## src/rtl/framebuf_stream_reader.sv

```systemverilog
// Streams one 1-bit frame from the capture frame RAM as a 2-byte header (A5 5A)
// followed by the pixels packed 8 per byte, first pixel in the MSB.
module framebuf_stream_reader #(
    parameter int WIDTH  = 320,
    parameter int HEIGHT = 240,
    parameter int ADDR_W = 17
) (
    input  logic              clk,
    input  logic              reset,
    input  logic              frame_start,
    output logic              rd_en,
    output logic [ADDR_W-1:0] rd_addr,
    input  logic              rd_data,
    output logic [7:0]        out_byte,
    output logic              out_valid,
    input  logic              out_ready,
    output logic              busy,
    output logic              frame_sent,
    output logic              dropped,
    output logic [2:0]        dbg_state_o
);

    localparam longint NPIX = longint'(WIDTH) * longint'(HEIGHT);
    localparam logic [ADDR_W:0] NPIX_W = NPIX[ADDR_W:0];

    generate
        if ((NPIX > (longint'(1) << ADDR_W)) || ((NPIX % 8) != 0)) begin : g_bad_geometry
            $error("framebuf_stream_reader: WIDTH*HEIGHT must fit in 2^ADDR_W and be a multiple of 8");
        end
    endgenerate

    typedef enum logic [2:0] {
        S_IDLE  = 3'd0,
        S_HDR0  = 3'd1,
        S_HDR1  = 3'd2,
        S_FETCH = 3'd3,
        S_SEND  = 3'd4
    } state_t;

    state_t              state_q;
    logic [ADDR_W:0]     pix_q;
    logic [ADDR_W:0]     pix_d;
    logic [3:0]          bit_cnt_q;
    logic [7:0]          byte_q;
    logic                rd_en_q;
    logic [ADDR_W-1:0]   rd_addr_q;
    logic [7:0]          out_byte_q;
    logic                out_valid_q;
    logic                frame_sent_q;
    logic                dropped_q;

    // pix_q is one bit wider than the RAM address so a full 2^ADDR_W frame ends without wrapping.
    assign pix_d = pix_q + 1'b1;

    // Stream handshake: a byte transfers on any cycle with out_valid && out_ready; while
    // out_valid is high it stays high and out_byte stays constant until that transfer.
    always_ff @(posedge clk) begin
        if (reset) begin
            state_q      <= S_IDLE;
            pix_q        <= '0;
            bit_cnt_q    <= '0;
            byte_q       <= '0;
            rd_en_q      <= 1'b0;
            rd_addr_q    <= '0;
            out_byte_q   <= 8'h00;
            out_valid_q  <= 1'b0;
            frame_sent_q <= 1'b0;
            dropped_q    <= 1'b0;
        end else begin
            frame_sent_q <= 1'b0;
            dropped_q    <= frame_start && (state_q != S_IDLE);
            rd_en_q      <= 1'b0;
            case (state_q)
                S_IDLE: begin
                    if (frame_start) begin
                        state_q     <= S_HDR0;
                        pix_q       <= '0;
                        out_valid_q <= 1'b1;
                        out_byte_q  <= 8'hA5;
                    end
                end
                S_HDR0: begin
                    if (out_ready) begin
                        state_q    <= S_HDR1;
                        out_byte_q <= 8'h5A;
                    end
                end
                S_HDR1: begin
                    if (out_ready) begin
                        state_q     <= S_FETCH;
                        out_valid_q <= 1'b0;
                        bit_cnt_q   <= '0;
                        rd_en_q     <= 1'b1;
                        rd_addr_q   <= pix_q[ADDR_W-1:0];
                        pix_q       <= pix_d;
                    end
                end
                S_FETCH: begin
                    // Read k is issued at bit_cnt=k and its data arrives at bit_cnt=k+1.
                    bit_cnt_q <= bit_cnt_q + 4'd1;
                    if (bit_cnt_q != 4'd0) begin
                        byte_q <= {byte_q[6:0], rd_data};
                    end
                    if (bit_cnt_q < 4'd7) begin
                        rd_en_q   <= 1'b1;
                        rd_addr_q <= pix_q[ADDR_W-1:0];
                        pix_q     <= pix_d;
                    end
                    if (bit_cnt_q == 4'd8) begin
                        state_q     <= S_SEND;
                        out_valid_q <= 1'b1;
                        out_byte_q  <= {byte_q[6:0], rd_data};
                    end
                end
                S_SEND: begin
                    if (out_ready) begin
                        out_valid_q <= 1'b0;
                        if (pix_q == NPIX_W) begin
                            state_q      <= S_IDLE;
                            frame_sent_q <= 1'b1;
                        end else begin
                            state_q   <= S_FETCH;
                            bit_cnt_q <= '0;
                            rd_en_q   <= 1'b1;
                            rd_addr_q <= pix_q[ADDR_W-1:0];
                            pix_q     <= pix_d;
                        end
                    end
                end
                default: begin
                    state_q <= S_IDLE;
                end
            endcase
        end
    end

    assign rd_en       = rd_en_q;
    assign rd_addr     = rd_addr_q;
    assign out_byte    = out_byte_q;
    assign out_valid   = out_valid_q;
    assign busy        = (state_q != S_IDLE);
    assign frame_sent  = frame_sent_q;
    assign dropped     = dropped_q;
    assign dbg_state_o = state_q;

endmodule

```

## config.mk

```make
export PLATFORM = sky130hd
export DESIGN_NAME = framebuf_stream_reader
export DESIGN_NICKNAME = d
export VERILOG_FILES = /design/src/rtl/framebuf_stream_reader.sv
export SDC_FILE = /design/constraint.sdc
export NUM_CORES = 1
export LEC_CHECK = 0
export ABC_AREA = 1
export BUFFER_PORTS_ARGS = -buffer_cell sky130_fd_sc_hd__buf_4
export CAP_MARGIN = 10
export CORE_ASPECT_RATIO = 0.5
export CORE_MARGIN = 2
export CORE_UTILIZATION = 58
export CTS_CLUSTER_DIAMETER = 150
export DETAILED_ROUTE_END_ITERATION = 12
export PLACE_DENSITY = 0.87
export RECOVER_POWER = 50
export SLEW_MARGIN = 10
export SYNTH_ARGS = -nofsm -noshare
export SYNTH_HDL_FRONTEND = slang
export SYNTH_SLANG_ARGS = --single-unit
```

## constraint.sdc

```tcl
create_clock -name clk -period 1.6 [get_ports clk]
set_input_delay 0.4 -clock clk [delete_from_list [all_inputs] [get_ports clk]]
set_output_delay 0.4 -clock clk [all_outputs]
set_load 0.01 [all_outputs]
```

==> After elaboration in Yosys (flattened, before gate mapping) <==
Cells that the tools add are included.
Widths: inputs -> output; s select.
{ "totals": {"elab_cells": 82, "ff_bits": 61, "out_inout_bits": 33, "in_bits": 5} }
{ "op_classes": {"mux": 36, "magnitude_cmp": 1, "add_sub_neg": 2, "reduce_logical": 17, "n_eq_ne": 14, "bitwise_logic": 2} }
{ "op_table": {"columns": ["operator", "n"], "rows": [
  ["$mux 18", 5],
  ["$pmux 18 s4", 1],
  ["$mux 17", 4],
  ["$pmux 17 s3", 1],
  ["$mux 8", 3],
  ["$pmux 8 s3", 1],
  ["$add 18x1->18 const B", 1],
  ["$eq 18x17->1 const B", 1],
  ["$mux 3", 5],
  ["$pmux 3 s5", 1],
  ["$ne 2x2->1 const B", 7],
  ["$mux 4", 3],
  ["$pmux 4 s3", 1],
  ["$reduce_and 4->1", 3],
  ["$reduce_bool 3->1", 4],
  ["$reduce_and 5->1", 2],
  ["$mux 1", 8],
  ["$reduce_bool 4->1", 2],
  ["$eq 3x2->1 const B", 2],
  ["$pmux 1 s3", 2],
  ["$reduce_and 6->1", 1],
  ["$add 4x1->4 const B", 1],
  ["$eq 4x4->1 const B", 1],
  ["$lt 4x3->1 const B", 1],
  ["10 further kinds", 11]
]} }

==> Longest topological paths before layout <==
Gate-level depths: netlist (run 1).
{ "depth": {"word_depth": 4, "mapped_depth": 12, "mapped_depth_nobuf": 11} }

==> Worst setup path after synthesis (run 1) <==
No wires, ideal clock.
{ "synth_timing": {"path_type": "register to register", "from": "reg state_q[1], in the netlist dbg_state_o[1]", "to": "reg pix_q[0]", "period_less_slack_ns": 1.545, "path_slack_ns": 0.055, "arrival_time_ns": 1.430, "required_time_ns": 1.484, "path_stages_with_launch": 12, "path_buffers": 2, "setup_time_ns": 0.116, "cell_sequence": "dfxtp_1 buf_4 inv_4 nor2_4 inv_2 nand2_1 nand2_2 nor2_8 nand2_8 buf_6 o21ai_1 nor2_2"} }
{ "synth_between": {"elab_chain_len": 3, "word_cells_on_any_way": 12, "cone_classes": "8 x eq/ne; 1 x mux; 3 x reduce/logical"} }
{ "synth_rtl": {"columns": ["element", "line_no", "rtl"], "rows": [
  ["start: declaration", "40", "state_t state_q;"],
  ["start signal: assignment", "59", "state_q <= S_IDLE;"],
  ["start signal: assignment", "76", "state_q <= S_HDR0;"],
  ["start signal: assignment", "84", "state_q <= S_HDR1;"],
  ["$eq 3x3->1, or another cell as far along", "73", "case (state_q)"],
  ["$reduce_bool 4->1 (no line) or $ne 2x2->1 (tied branches)", null, null],
  ["$reduce_and 6->1 (no line)", null, null],
  ["end signal: assignment", "95", "pix_q <= pix_d;"],
  ["end signal: assignment", "107", "pix_q <= pix_d;"],
  ["end signal: assignment", "126", "pix_q <= pix_d;"],
  ["end: declaration", "41", "logic [ADDR_W:0] pix_q;"]
]} }
Several ways; a longest one is shown, not always the timed one.
A chain may end at the register's enable or synchronous reset.

==> Worst setup path after layout (run 1) <==
{ "layout_timing": {"from": "reg bit_cnt_q[0]", "to": "reg pix_q[17]"} }
{ "layout_between": {"elab_chain_len": 3} }
{ "layout_rtl": {"columns": ["element", "line_no", "rtl"], "rows": [
  ["start: declaration", "43", "logic [3:0] bit_cnt_q;"],
  ["start signal: assignment", "100", "bit_cnt_q <= bit_cnt_q + 4'd1;"],
  ["$lt 4x3->1", "104", "if (bit_cnt_q < 4'd7) begin"],
  ["$ne 2x2->1 (no line)", null, null],
  ["$reduce_and 6->1 (no line)", null, null]
]} }
No other way between the ends.

==> metrics, run 1 <==
slowest CP cell dfxtp_4; P_leak 1.73 nW; total grt overflow 0; ratio of cells with drive above 1 in the final layout 0.275; Final WS setup -0.117 ns; peak supply drop 1.24 mV; 1st-iter DRT viols 340; Tightest Pin Transition 0.369 ns; worst hold margin 0.315 ns; power per cell area 1610 nW/µm²; latest clock arrival within the worst-skew pair 0.35 ns; Top FF cell, synth dfxtp_1; CP max stage delay 0.37 ns; largest net degree at the start of global routing 34; Worst setup EP type flip-flop; Tcrit/Tclk final 1.07; r2r setup slk -0.12 ns; DRT Wirelength 9.80 mm; worst path arrival time 1.98 ns; Setup Crit Path Kind reg2reg; I/O pin total 38; Crit Reg-Reg Startpoint bit_cnt_q[0]; RSZ-0062 raised after global routing true; Post-synth ARST share 0; FILL cells 362; #FFs+latches synth 61; DRC errors left 0; Avg Inst Size Synth 6.78 µm²; Startpoint Class flip-flop; yosys warns 0; area occupied by multi-input gates 1830 µm²; worst-path cell chain ha_4 > nand2_4 > nand2_2 > nand2_2 > nand3_4 > nor2_8 > nand2_8 > inv_6 > nand2_1 > o21ai_1; Post-synth EDFFs 0; cell taking the most area after synthesis dfxtp_1; Clock Path Buffers 2; initial cell density of the core 0.593; GRT Total Usage 0.271; crit path time final 1.72 ns; synth cell count leaders nand2_1, nor2_1, dfxtp_1; routed vias 3597; Req. time, crit path 1.86 ns; final net count 555; Mapped Cells 472; vias in the first global route 3021; CP delay by family, top simple AND/OR/NAND/NOR gates; initial antenna violation count 0; WL/cell 15.7 µm; cell mode on critical path nand2_2; R2R depth 10; Max Cap Viol 0; Fin. Hold Viols 0; Routed Antenna Nets 0; Unique masters post-synth 34; worst hold path stage count 3; Post-Syn Nets 481; Cell Rows 19; relative slew slack 0.753; hold path start frame_start; Reg clk slew, reported paths 0.07 ns; Final GP Congestion 0.938; first-pass GRT wire length 13.1 mm; total CTS buffers 9; run status finished with violations; # diodes 0; worst-path maximum fanout 7; Max Clk Rate 582 MHz; Final HPWL DP 5.61 mm; reg2reg end pix_q[17]; H-tree depth 3; sequential area share after synthesis 0.382; Die H 56.5 µm; DIE WIDTH 109 µm; clk_skew 0.00744 ns; CTS sink cnt 61; Power, Total 6.49 mW; CTS tree done; CTS root buf clkbuf_8; Pre-antenna DRT Iters 6; Register Area 1240 µm²; Vias/cell 5.77; die area 6160 µm²; CP bufs+invs 1; Post-Syn Area 3200 µm²; top post-synthesis cells by area dfxtp_1, nand2_1, nor2_1; input/output buffers 37; Slew Viols, Final 0; min-delay worst type in2reg; failing checks negative setup slack; Post-CTS Hold Buffers 0; Endpoint, Worst Hold dropped; Yosys top cell area share 0.382; count leader, synth nand2_1; core area 5400 µm²; Setup Viol. Count Final 11; Setup TNS Final -0.425 ns; Syn-to-layout area delta 25.9%
timing repair:
action                                  in CTS  in global routing
gates cloned                                 0                  2
buffers inserted                             0                  7
gates resized for setup                      7                 59
pin swaps                                    1                 12
endpoints found under the setup margin      13                 59
cell families after synthesis:
| logic type | Yosys count | share of synthesized area |
|---|---|---|
| xor+xnor | 2 | 0.00547 |
| buf+inv | 65 | 0.0942 |
| simple gates | 289 | 0.420 |
| flops | 61 | 0.382 |
| compound gates | 51 | 0.0829 |
| fa+ha+maj | 4 | 0.0156 |
flip-flops by register name, indices dropped and copies added, names as in the netlist:
name and flops:
rd_en 1, out_byte 8, out_valid 1, byte_q 7, rd_addr 17, pix_q 18
dropped 1, dbg_state_o 3, frame_sent 1, bit_cnt_q 4
cell type report:
| cell class | count | share of cell area |
|---|---|---|
| clock buffer | 10 | 0.0317 |
| tap | 73 | 0.0227 |
| inverter | 51 | 0.0506 |
| multi-input combinational | 348 | 0.455 |
| timing repair buffer | 75 | 0.119 |
| clock inverter | 5 | 0.0130 |
| sequential | 61 | 0.308 |
worst min-delay path: cells and delay by family:
family	cells	cell delay [ns]
AND/OR/NAND/NOR	1	0.05
buffers and inverters	2	0.17
power breakdown:
part	leakage [nW]	internal, mW	total (mW)	switching (mW)
Sequential	0.503	1.87	2.09	0.217
Combinational	1.14	1.13	3.10	1.97
Clock	0.0919	0.702	1.30	0.593
Total	1.73	3.71	6.49	2.78
worst max path at each step:
stage | startpoint | endpoint | slack [ns] | cells past startpoint
final | bit_cnt_q[0] | pix_q[17] | -0.12 | 10
after global routing | bit_cnt_q[0] | pix_q[17] | -0.15 | 10
after CTS | dbg_state_o[2] | pix_q[3] | -0.003 | 9
after detailed placement | pix_q[1] | bit_cnt_q[2] | -0.03 | 9
after global placement | pix_q[0] | bit_cnt_q[1] | -0.001 | 9
after floorplan | dbg_state_o[1] | pix_q[0] | 0.05 | 11
stage by stage:
step                instance area (µm²)  setup WS (ns)  utilization  instances
floorplan                          3200         0.0546            -        472
global placement                   3710       -0.00138        0.688        599
detailed placement                 3710        -0.0346        0.688        599
CTS                                3910       -0.00301        0.724        614
global route                       4030         -0.146        0.747        623
finish                             4030         -0.117        0.747        623
per-layer routing:
metal,vias up,share of wire,GRT usage
met2,261,0.45,0.446
met4,0,0.058,0.103
li1,1661,-,-
met3,77,0.11,0.0836
met1,1598,0.38,0.335
met5,-,0,0
placed cells by master, fill, tap and decap left out, types with 13 or more instances in the layout:
cell	n
nand2_1	96
nand4_1	22
inv_2	13
a21oi_1	17
nor2_2	19
o21ai_0	23
buf_4	39
nor2_1	89
dfxtp_2	13
nand3_1	23
clkbuf_1	30
nand2_2	13
inv_1	32
dfxtp_1	47
Note: power is estimated with default switching activity, not from simulation.
==> inputs of run 2 (changes only) <==
--- a/config.mk
+++ b/config.mk
@@ -13,6 +13,7 @@
 export CORE_UTILIZATION = 58
 export CTS_CLUSTER_DIAMETER = 150
 export DETAILED_ROUTE_END_ITERATION = 12
+export GPL_TIMING_DRIVEN = 0
 export PLACE_DENSITY = 0.87
 export RECOVER_POWER = 50
 export SLEW_MARGIN = 10
==> metrics, run 2 (synthesis results as in run 1) <==
run status finished with violations; failing checks negative setup slack; Clock Path Buffers 2; Util after Layout 0.765; Clk pwr share 0.180; total grt overflow 0; 1st-iter DRT viols 289; Reg clk slew, reported paths 0.07 ns; Cell Rows 19; worst hold margin 0.321 ns; WL/cell 14.5 µm; Vias/cell 5.54; GRT Total Usage 0.272; Tightest Pin Transition 0.474 ns; DRC errors left 0; most frequent cells in the layout nand2_1, nor2_1, dfxtp_1; max reg flops 18; Syn-to-layout area delta 29.0%; Power, Total 6.99 mW; Routed Antenna Nets 0; Reg power frac 0.308; total CTS buffers 9; final instance area 4130 µm²; Fin. Hold Viols 0; Post-CTS Hold Buffers 0; ratio of cells with drive above 1 in the final layout 0.271; Max Cap Viol 0; DRT Wirelength 9.00 mm; Worst setup EP type flip-flop; Die H 56.5 µm; Setup Crit Path Kind reg2reg; switching share of power 0.426; peak supply drop 1.27 mV; Final GP Congestion 0.975; first-pass GRT wire length 13.0 mm; final net count 550; # diodes 0; area occupied by multi-input gates 1880 µm²; Gate power share 0.512; Setup TNS Final -0.434 ns; min-delay worst type in2reg; Tcrit/Tclk final 1.05; FILL cells 398; CTS root buf clkbuf_8; placed cell count 581; Slew Viols, Final 0; CTS sink cnt 61; largest net degree at the start of global routing 11; Switching Power 2.97 mW; input/output buffers 36; Final HPWL DP 5.38 mm; clk_skew 0.0128 ns; initial antenna violation count 0; H-tree depth 3; worst path arrival time 1.93 ns; I/O pin total 38; P_leak 1.73 nW; Most flops, register pix_q; initial cell density of the core 0.593; Setup Viol. Count Final 15; Layout Cells excl Fill 619; DIE WIDTH 109 µm; core area 5400 µm²; Max Clk Rate 596 MHz; power per cell area 1690 nW/µm²; latest clock arrival within the worst-skew pair 0.36 ns; dpl ws -0.233 ns; Startpoint Class flip-flop; crit path time final 1.68 ns; most common cell after layout, fill and taps aside nand2_1; Req. time, crit path 1.85 ns; relative slew slack 0.684; worst-path maximum fanout 6; Final WS setup -0.0765 ns; routed vias 3428; CTS tree done; Pre-antenna DRT Iters 5; Register Area 1250 µm²; RSZ-0062 raised after global routing true; die area 6160 µm²; vias in the first global route 2860; internal power 4.01 mW; dpl cell area 3560 µm²
-- run 2: changes by cell type in the layout (fill, tap and decap cells not counted), moves of 3 or more --
cell      delta
nor2_1       -6
buf_6        +3
inv_4        +3
nor2_4       +7
nand2_1      +4
dfxtp_4      +4
clkbuf_1     +5
nand2_2      -4
inv_8        +3
buf_4       -16
-- run 2: what timing repair did --
item,4_1_cts,5_1_grt
endpoints found under the setup margin,41,57
pin swaps,5,14
buffers inserted,5,13
cloned,0,5
resized for setup,19,83
-- run 2: cell type report --
class                   instances  area share
multi-input cells             347       0.455
flip-flops and latches         61       0.304
repair buffers                 57      0.0915
inverters                      51      0.0558
clock buffers                  12      0.0376
plain buffers                  13      0.0276
well taps                      73      0.0221
clock inverters                 4     0.00545
repair inverters                1     0.00152
-- run 2: path summary, 6_finish.rpt --
check / startpoint / endpoint / slack [ns] / cells past startpoint
max: pix_q[0] / rd_addr[6] / -0.08 / 10
min: rd_data / byte_q[0] / 0.32 / 3
max reg2reg: pix_q[0] / rd_addr[6] / -0.08 / 10
min reg2reg: rd_addr[11] / rd_addr[11] / 0.47 / 2
-- run 2: critical path, cell delays in order (launching register included) --
cell and delay [ns]:
dfxtp_4 0.38, inv_4 0.07, ha_4 0.13, nand3_2 0.09
nor2_4 0.17, nand3_4 0.17, nand3_4 0.19, inv_8 0.06
clkbuf_16 0.16, nor2_4 0.08, nor2_1 0.06
-- run 2: power by group through the flow --
stage          registers (mW)  clock network [mW]  logic [mW]
6_report                 2.15                1.26        3.58
3_5_place_dp             2.10                   0        2.82
5_1_grt                  2.19                1.32        3.90
4_1_cts                  2.07                1.24        3.01
2_1_floorplan            2.23                   0        1.78
3_3_place_gp             2.09                   0        2.77
-- run 2: layer usage --
| layer | up-vias | part of all wire | GRT usage |
|---|---|---|---|
| met2 | 164 | 0.47 | 0.440 |
| met5 | - | 0 | 0 |
| li1 | 1653 | - | - |
| met1 | 1569 | 0.41 | 0.354 |
| met3 | 42 | 0.085 | 0.0662 |
| met4 | 0 | 0.032 | 0.0952 |
